--- src/rtl/tron_trail_scanout.sv ---
// tron_trail_scanout: raster-locked scan of the trail BRAM into pixel colours,
// with border/head overlay and flashing of a losing player.
module tron_trail_scanout #(
  parameter int COLOR_W = 10,
  parameter int FLASH_FRAMES = 15,
  parameter logic [3*COLOR_W-1:0] P1_COLOR = 30'h3FF00000,
  parameter logic [3*COLOR_W-1:0] P2_COLOR = 30'h000FFC00,
  parameter logic [3*COLOR_W-1:0] HEAD_COLOR = 30'h3FFFFFFF,
  parameter logic [3*COLOR_W-1:0] WALL_COLOR = 30'h1FF7FDFF
) (
  input  logic                 clk,
  input  logic                 reset,
  input  logic                 pix_valid,
  input  logic [9:0]           pix_x,
  input  logic [9:0]           pix_y,
  input  logic                 frame_start,
  input  logic [7:0]           p1_x,
  input  logic [6:0]           p1_y,
  input  logic [7:0]           p2_x,
  input  logic [6:0]           p2_y,
  input  logic                 p1_lost,
  input  logic                 p2_lost,
  output logic [14:0]          rd_addr,
  input  logic [1:0]           rd_data,
  output logic [3*COLOR_W-1:0] rgb,
  output logic                 rgb_valid
);
  localparam int CW = FLASH_FRAMES > 1 ? $clog2(FLASH_FRAMES) : 1;
  typedef enum logic {SHOW, BLANK} phase_t;
  phase_t phase_q, phase_d;
  logic [CW-1:0] cnt_q, cnt_d;
  logic [7:0] cx, h1x_q, h1x_d, h2x_q, h2x_d;
  logic [6:0] cy, h1y_q, h1y_d, h2y_q, h2y_d;
  logic in_d, any_lost, wrap;
  logic [5:0] m1_q, m1_d, m2_q, m2_d;
  logic [1:0] d2_q, d2_d;
  logic [14:0] rd_addr_q, rd_addr_d;
  logic [3*COLOR_W-1:0] rgb_q, rgb_d;
  logic rgb_valid_q, rgb_valid_d;
  logic v2, bd2, hh1, hh2, bl1, bl2;
  // Border, head hits and blanking are resolved at sample time so a frame_start
  // only affects pixels sampled after it.
  assign {v2, bd2, hh1, hh2, bl1, bl2} = m2_q;
  always_comb begin
    in_d = pix_valid && pix_x < 10'd640 && pix_y < 10'd480;
    cx = pix_x[9:2];
    cy = pix_y[8:2];
    rd_addr_d = in_d ? {1'b0, cy, 7'd0} + {3'd0, cy, 5'd0} + {7'd0, cx} : rd_addr_q;
    m1_d = {in_d, cx == 8'd0 || cx == 8'd159 || cy == 7'd0 || cy == 7'd119,
            cx == h1x_q && cy == h1y_q, cx == h2x_q && cy == h2y_q,
            p1_lost && phase_q == BLANK, p2_lost && phase_q == BLANK};
    m2_d = m1_q;
    d2_d = rd_data;
    rgb_valid_d = v2;
    rgb_d = !v2 ? '0 : bd2 ? WALL_COLOR :
            hh1 ? (bl1 ? '0 : HEAD_COLOR) : hh2 ? (bl2 ? '0 : HEAD_COLOR) :
            d2_q == 2'b01 ? (bl1 ? '0 : P1_COLOR) : d2_q == 2'b10 ? (bl2 ? '0 : P2_COLOR) :
            d2_q == 2'b11 ? WALL_COLOR : '0;
    h1x_d = frame_start ? p1_x : h1x_q;
    h1y_d = frame_start ? p1_y : h1y_q;
    h2x_d = frame_start ? p2_x : h2x_q;
    h2y_d = frame_start ? p2_y : h2y_q;
    any_lost = p1_lost || p2_lost;
    wrap = cnt_q == CW'(FLASH_FRAMES - 1);
    cnt_d = !any_lost ? '0 : !frame_start ? cnt_q : wrap ? '0 : cnt_q + 1'b1;
    phase_d = !any_lost ? SHOW : (frame_start && wrap) ? (phase_q == SHOW ? BLANK : SHOW) : phase_q;
  end
  always_ff @(posedge clk) begin
    if (reset) begin
      rd_addr_q <= '0;
      m1_q <= '0;
      m2_q <= '0;
      d2_q <= '0;
      rgb_q <= '0;
      rgb_valid_q <= 1'b0;
      h1x_q <= '0;
      h1y_q <= '0;
      h2x_q <= '0;
      h2y_q <= '0;
      cnt_q <= '0;
      phase_q <= SHOW;
    end else begin
      rd_addr_q <= rd_addr_d;
      m1_q <= m1_d;
      m2_q <= m2_d;
      d2_q <= d2_d;
      rgb_q <= rgb_d;
      rgb_valid_q <= rgb_valid_d;
      h1x_q <= h1x_d;
      h1y_q <= h1y_d;
      h2x_q <= h2x_d;
      h2y_q <= h2y_d;
      cnt_q <= cnt_d;
      phase_q <= phase_d;
    end
  end
  assign rd_addr = rd_addr_q;
  assign rgb = rgb_q;
  assign rgb_valid = rgb_valid_q;
endmodule

--- config.mk ---
export PLATFORM = sky130hd
export DESIGN_NAME = tron_trail_scanout
export DESIGN_NICKNAME = d
export VERILOG_FILES = /design/src/rtl/tron_trail_scanout.sv
export SDC_FILE = /design/constraint.sdc
export NUM_CORES = 1
export LEC_CHECK = 0
export CAP_MARGIN = 20
export CORE_ASPECT_RATIO = 0.8
export CORE_MARGIN = 10
export CORE_UTILIZATION = 51
export DETAILED_ROUTE_END_ITERATION = 7
export MAX_ROUTING_LAYER = met4
export PLACE_DENSITY = 0.93
export RECOVER_POWER = 50
export SYNTH_ARGS = -nofsm -noshare
export SYNTH_HDL_FRONTEND = slang
export SYNTH_SLANG_ARGS = --single-unit
--- constraint.sdc ---
create_clock -name clk -period 6.1 [get_ports clk]
set_input_delay 0.61 -clock clk [delete_from_list [all_inputs] [get_ports clk]]
set_output_delay 0.61 -clock clk [all_outputs]
set_load 0.005 [all_outputs]
After elaboration in Yosys (flattened, before gate mapping)
Index checks and enable logic that the tools add are counted.

word-level totals
  register bits after elaboration = 95
  bits in latches = 0
  memory bits (writable) = 0
  memory bits (read-only) = 0
  input port bits = 58
  output and inout bits = 46
  word-level logic and storage cells = 58
  memories = 0

cells by class
  add/sub/neg operators = 3
  $mul = 0
  div/mod/pow operators = 0
  $lt $le $gt $ge = 2
  eq/ne operators = 10
  shift operators = 0
  muxes and demuxes = 12
  bitwise logic cells = 2
  reductions and logical operators = 16

operators by type and width
  cell                                                                           number
  30-bit two-way mux                                                             6
  29-bit two-way mux                                                             3
  20-bit two-way mux                                                             1
  8-bit equality test                                                            2
  14-bit by 12-bit adder with 15-bit output                                      1
  15-bit by 8-bit adder with 15-bit output                                       1
  7-bit equality test                                                            2
  10-bit less-than comparator, second input constant                             1
  10-bit by 9-bit less-than comparator with 1-bit output, second input constant  1
  8-bit equality test, second input constant                                     1
  8-bit zero test                                                                1
  7-bit equality test, second input constant                                     1
  1-bit logical AND                                                              7
  7-bit zero test                                                                1
  4-bit by 1-bit adder with 4-bit output, second input constant                  1
  2-bit equality test, second input constant                                     2
  4-bit equality test, second input constant                                     1
  1-bit logical OR                                                               4
  4-bit two-way mux                                                              1
  2-bit OR reduction                                                             2
  3-bit OR reduction                                                             1
  2-bit by 1-bit equality test with 1-bit output, second input constant          1
  1-bit inverter                                                                 2
  1-bit two-way mux                                                              1

Logic depth before layout (Yosys ltp)
  depth in word-level cells = 7
  gate-level depth with buffers = 9
  depth with buffers taken out = 8

Worst setup path before layout
OpenSTA, ideal clock, no wires.

  kind = input to register
  from = in pix_x[9]
  to = reg rd_addr_q[12] (netlist: rd_addr[12])
  setup time = 0.062 ns
  arrival = 2.842 ns
  data required time = 6.038 ns
  path slack = 3.196 ns
  cell stages on the path = 9
  buffers on the path = 1
  path through = clkbuf_1 inv_1 fa_1 inv_1 fa_1 a211oi_1 o21ai_0 a2111o_1 nand3_1

on the way
  cells in the longest elaborated chain, start to end = 3
  elaborated cells on any way between the ends = 4
  those cells by class = add/sub (1); order compare (1); reduce/logical (2)

RTL lines
  item                            RTL line  text
  start: declaration              14        input logic [9:0] pix_x,
  10-bit less-than comparator     45        in_d = pix_valid && pix_x < 10'd640 && pix_y < 10'd480;
  1-bit logical AND (2 in a row)  45
  end signal: assignment          83        rd_addr_q <= rd_addr_d;
  end: declaration                37        logic [14:0] rd_addr_q, rd_addr_d;

Parallel ways exist; a longest one is shown, timed or not.
A chain may end at the register's enable or synchronous reset.

Worst setup path after layout
Ends and elaborated chain as after synthesis.

==> impl_metrics.py <==
metrics = {
    "timing": {
        "max_freq_mhz": 313.2,
        "fin_skew_ps": 4.161,
        "fin_hold_ws_ps": 436.2,
        "finalSetupViolCount": 0,
        "slew_headroom": -0.7976,
        "fin_crit_ps": 3193,
        "hold_viol": 0,
        "tns_ps": 0,
        "rsz0062_at_grt": "false",
        "fin_crit_sh": 0.5234,
        "worstMarginPinSlew_ps": 2696,
        "drv_slew": 69,
    },
    "power": {
        "p_leak_nw": 1.766,
        "power.density_nw_per_um2": 241.4,
        "ir_worst_vdd_uv": 123.7,
        "power.switching_w": 0.0002717,
        "p_sw_frac": 0.2509,
        "clkPwrFrac": 0.387,
        "internal_power_w": 0.0008111,
        "p_seq_frac": 0.458,
        "combPwrFrac": 0.156,
    },
    "worst_setup_path": {
        "cp-start-kind": "primary input",
        "crit_start": "pix_x[9]",
        "r2r_slack_ps": 4670,
        "end_kind": "register",
        "regToRegEndpoint": "m1_q[2]",
        "arrival_ps": 3490,
        "worst-endpoint-required_ps": 6390,
        "ff2ff_path_depth": 3,
        "crit_path_top_delay_cell": "clkdlybuf4s50_1",
        "crit_chain": "clkdlybuf4s50_1 -> inv_1 -> fa_1 -> inv_1 -> fa_1 -> a211oi_1 -> o21ai_0 -> a2111o_1 -> nand3_1",
        "r2r_start": "h2x_q[7]",
        "cp_max_fo": 6,
        "slowest_delay_ps": 630,
        "critPathKind": "primary input to register",
    },
    "detailed_routing": {
        "drt-vias-per-instance": 5.483,
        "ant_nets": 0,
        "wl_microns": 8802,
        "firstDrtPassIters": 4,
        "drt-initial-drc-count": 201,
        "drc": 0,
        "avgRoutedWirePerCell_microns": 16.61,
        "vias": 2906,
    },
    "yosys": {
        "synth_top_area_frac": 0.4149,
        "synth.area.top_cells": "dfxtp_1 41%, mux2i_1 8.8%, xnor2_1 6.6%, buf_4 5.5%, nor2_1 5.0%",
        "yosysWarnings": 0,
        "seq_area_frac_synth": 0.4149,
        "syn_inst": 371,
        "synth_nets": 444,
        "ys.flop_type": "dfxtp_1",
        "syn_avg_cell_area_sq_um": 9.234,
        "async_reset_ff_frac": 0,
        "synth_top_area_cell": "dfxtp_1",
        "synth_area_sq_um": 3426,
        "synth_edf_count": 0,
        "synth-seq-cells": 71,
        "synth_cell_types": 48,
    },
    "global_routing": {
        "grt.total_usage": 0.1714,
        "grt_pass1_wl_microns": 14280,
        "grt_start_max_net_pins": 69,
        "antenna_found_initial": 0,
        "first_global_vias": 2958,
        "grt_overflow": 0,
    },
    "clock_tree": {
        "cts_root_buffer": "clkbuf_8",
        "numClockSinks": 71,
        "cts_tree": "done",
        "clock_latency_ps": 350,
        "clk_pin_slew_ps": 80,
        "post_cts_buffers": 0,
        "clockBufferDepth": 2,
        "hold_buffers": 0,
        "htreeDepth": 3,
        "post_cts_resized": 0,
        "cts_made_buffers": 9,
    },
    "die": {
        "die_area_sq_um": 10420,
        "initial_core_util": 0.5319,
        "die_x_microns": 111.6,
        "std_cell_rows": 26,
        "pin_count": 104,
        "die_y_microns": 93.31,
        "core_sq_um": 6441,
    },
    "cells_and_area": {
        "fillers": 477,
        "fin_cells": 530,
        "mostFrequentLayoutCells": "91 x clkdlybuf4s50_1, 71 x dfxtp_1, 46 x nor2_1",
        "antennaDiodeCount": 0,
        "utilization": 0.6964,
        "mostFrequentLayoutCell": "clkdlybuf4s50_1",
        "drive_gt1_frac": 0.04933,
        "fin_area_sq_um": 4486,
        "syn_to_final_growth_pct": 30.93,
        "layout.nets": 515,
    },
    "place": {
        "dp_hpwl_microns": 6590,
        "dpl.cell_count": 515,
        "place_congestion": 0.8482,
        "detailed_place.area_sq_um": 4270,
        "io_buffers": 99,
    },
    "outcome": {
        "failed_checks": "capacitance limit, slew limit",
        "status": "finished, violations left",
    },
    "run": {
        "drv_cap": 1,
    },
    "min_path": {
        "hold_depth": 1,
        "hold_class": "register to register",
        "min_to": "m2_q[5]",
        "min-delay-start": "m1_q[5]",
    },
}
## critical path: cells and delay by family
family / cells / cell delay [ps]
AOI/OAI and AO/OA: 3 / 950
adders and majority gates: 2 / 1020
buffers and inverters: 3 / 820
and+or+nand+nor: 1 / 80
## sequential cells by signal, indices dropped and copies added, names as in the netlist
register,flops
m2_q,6
h1y_q,7
d2_q,2
h1x_q,8
rgb_valid,1
rgb,6
rd_addr,15
m1_q,6
cnt_q,4
h2y_q,7
h2x_q,8
phase_q,1
## logic make-up after synthesis
family | synth area share
buffers and inverters | 0.08473
flip-flops | 0.4149
XOR/XNOR | 0.08181
multiplexers | 0.08766
adder cells (fa/ha/maj) | 0.05917
AO/OA/AOI/OAI | 0.09095
AND/OR/NAND/NOR | 0.1808
## stage by stage
stage	worst slack, ps	power, W
floorplan	3196	0.0005985
global placement	2632	0.0006662
detailed placement	2604	0.0006727
CTS	2968	0.001091
global route	2768	0.001124
finish	2907	0.001083
## layout make-up
type / instances / area, sq um / share of cell area
flip-flops and latches: 71 / 1421 / 0.3169
clock buffers: 10 / 137.6 / 0.03068
clock inverters: 5 / 81.33 / 0.01813
repair buffers: 101 / 992.2 / 0.2212
multi-input cells: 250 / 1714 / 0.3821
well taps: 84 / 105.1 / 0.02343
inverters: 9 / 33.78 / 0.007531
## cells in the mapped netlist (2+ instances only)
master / number
dfxtp_1: 71
nor2_1: 46
mux2i_1: 30
xnor2_1: 26
buf_4: 25
nand2_1: 23
a21oi_1: 22
clkbuf_1: 13
ha_1: 13
inv_1: 9
nand4_1: 8
nor2b_1: 8
nand3_1: 7
o21ai_0: 6
xor2_1: 6
nor4_1: 5
a211oi_1: 4
nand3b_1: 4
nand2b_1: 3
nor3_1: 3
nor3b_1: 3
or4_1: 3
a21o_1: 2
a2bb2oi_1: 2
a31oi_1: 2
and3b_1: 2
fa_1: 2
o211ai_1: 2
or2_2: 2
## metal layers
| metal | track usage | wire [microns] | up-vias |
|---|---|---|---|
| li1 | - | - | 1390 |
| met1 | 0.1921 | 3798 | 1381 |
| met2 | 0.2786 | 4137 | 120 |
| met3 | 0.06577 | 760 | 15 |
| met4 | 0.05342 | 105 | 0 |
| met5 | - | 0 | - |
## power by group through the flow
stage,clock network (W),logic (W),registers [W]
after global routing,0.000441,0.000185,0.000498
after CTS,0.000427,0.000168,0.000496
after detailed placement,0,0.000167,0.000506
after global placement,0,0.000161,0.000505
after floorplan,0,0.0000957,0.000503
final,0.000419,0.000168,0.000496
## how the worst max path moves through the flow
stage	to	slack (ps)	depth (start not counted)
finish	rd_addr[12]	2910	9
global route	rd_addr[12]	2770	9
CTS	rd_addr[12]	2970	9
detailed placement	rd_addr[12]	2600	9
global placement	rd_addr[12]	2630	9
floorplan	rd_addr[12]	3200	9
(Power assumes the default switching activity.)
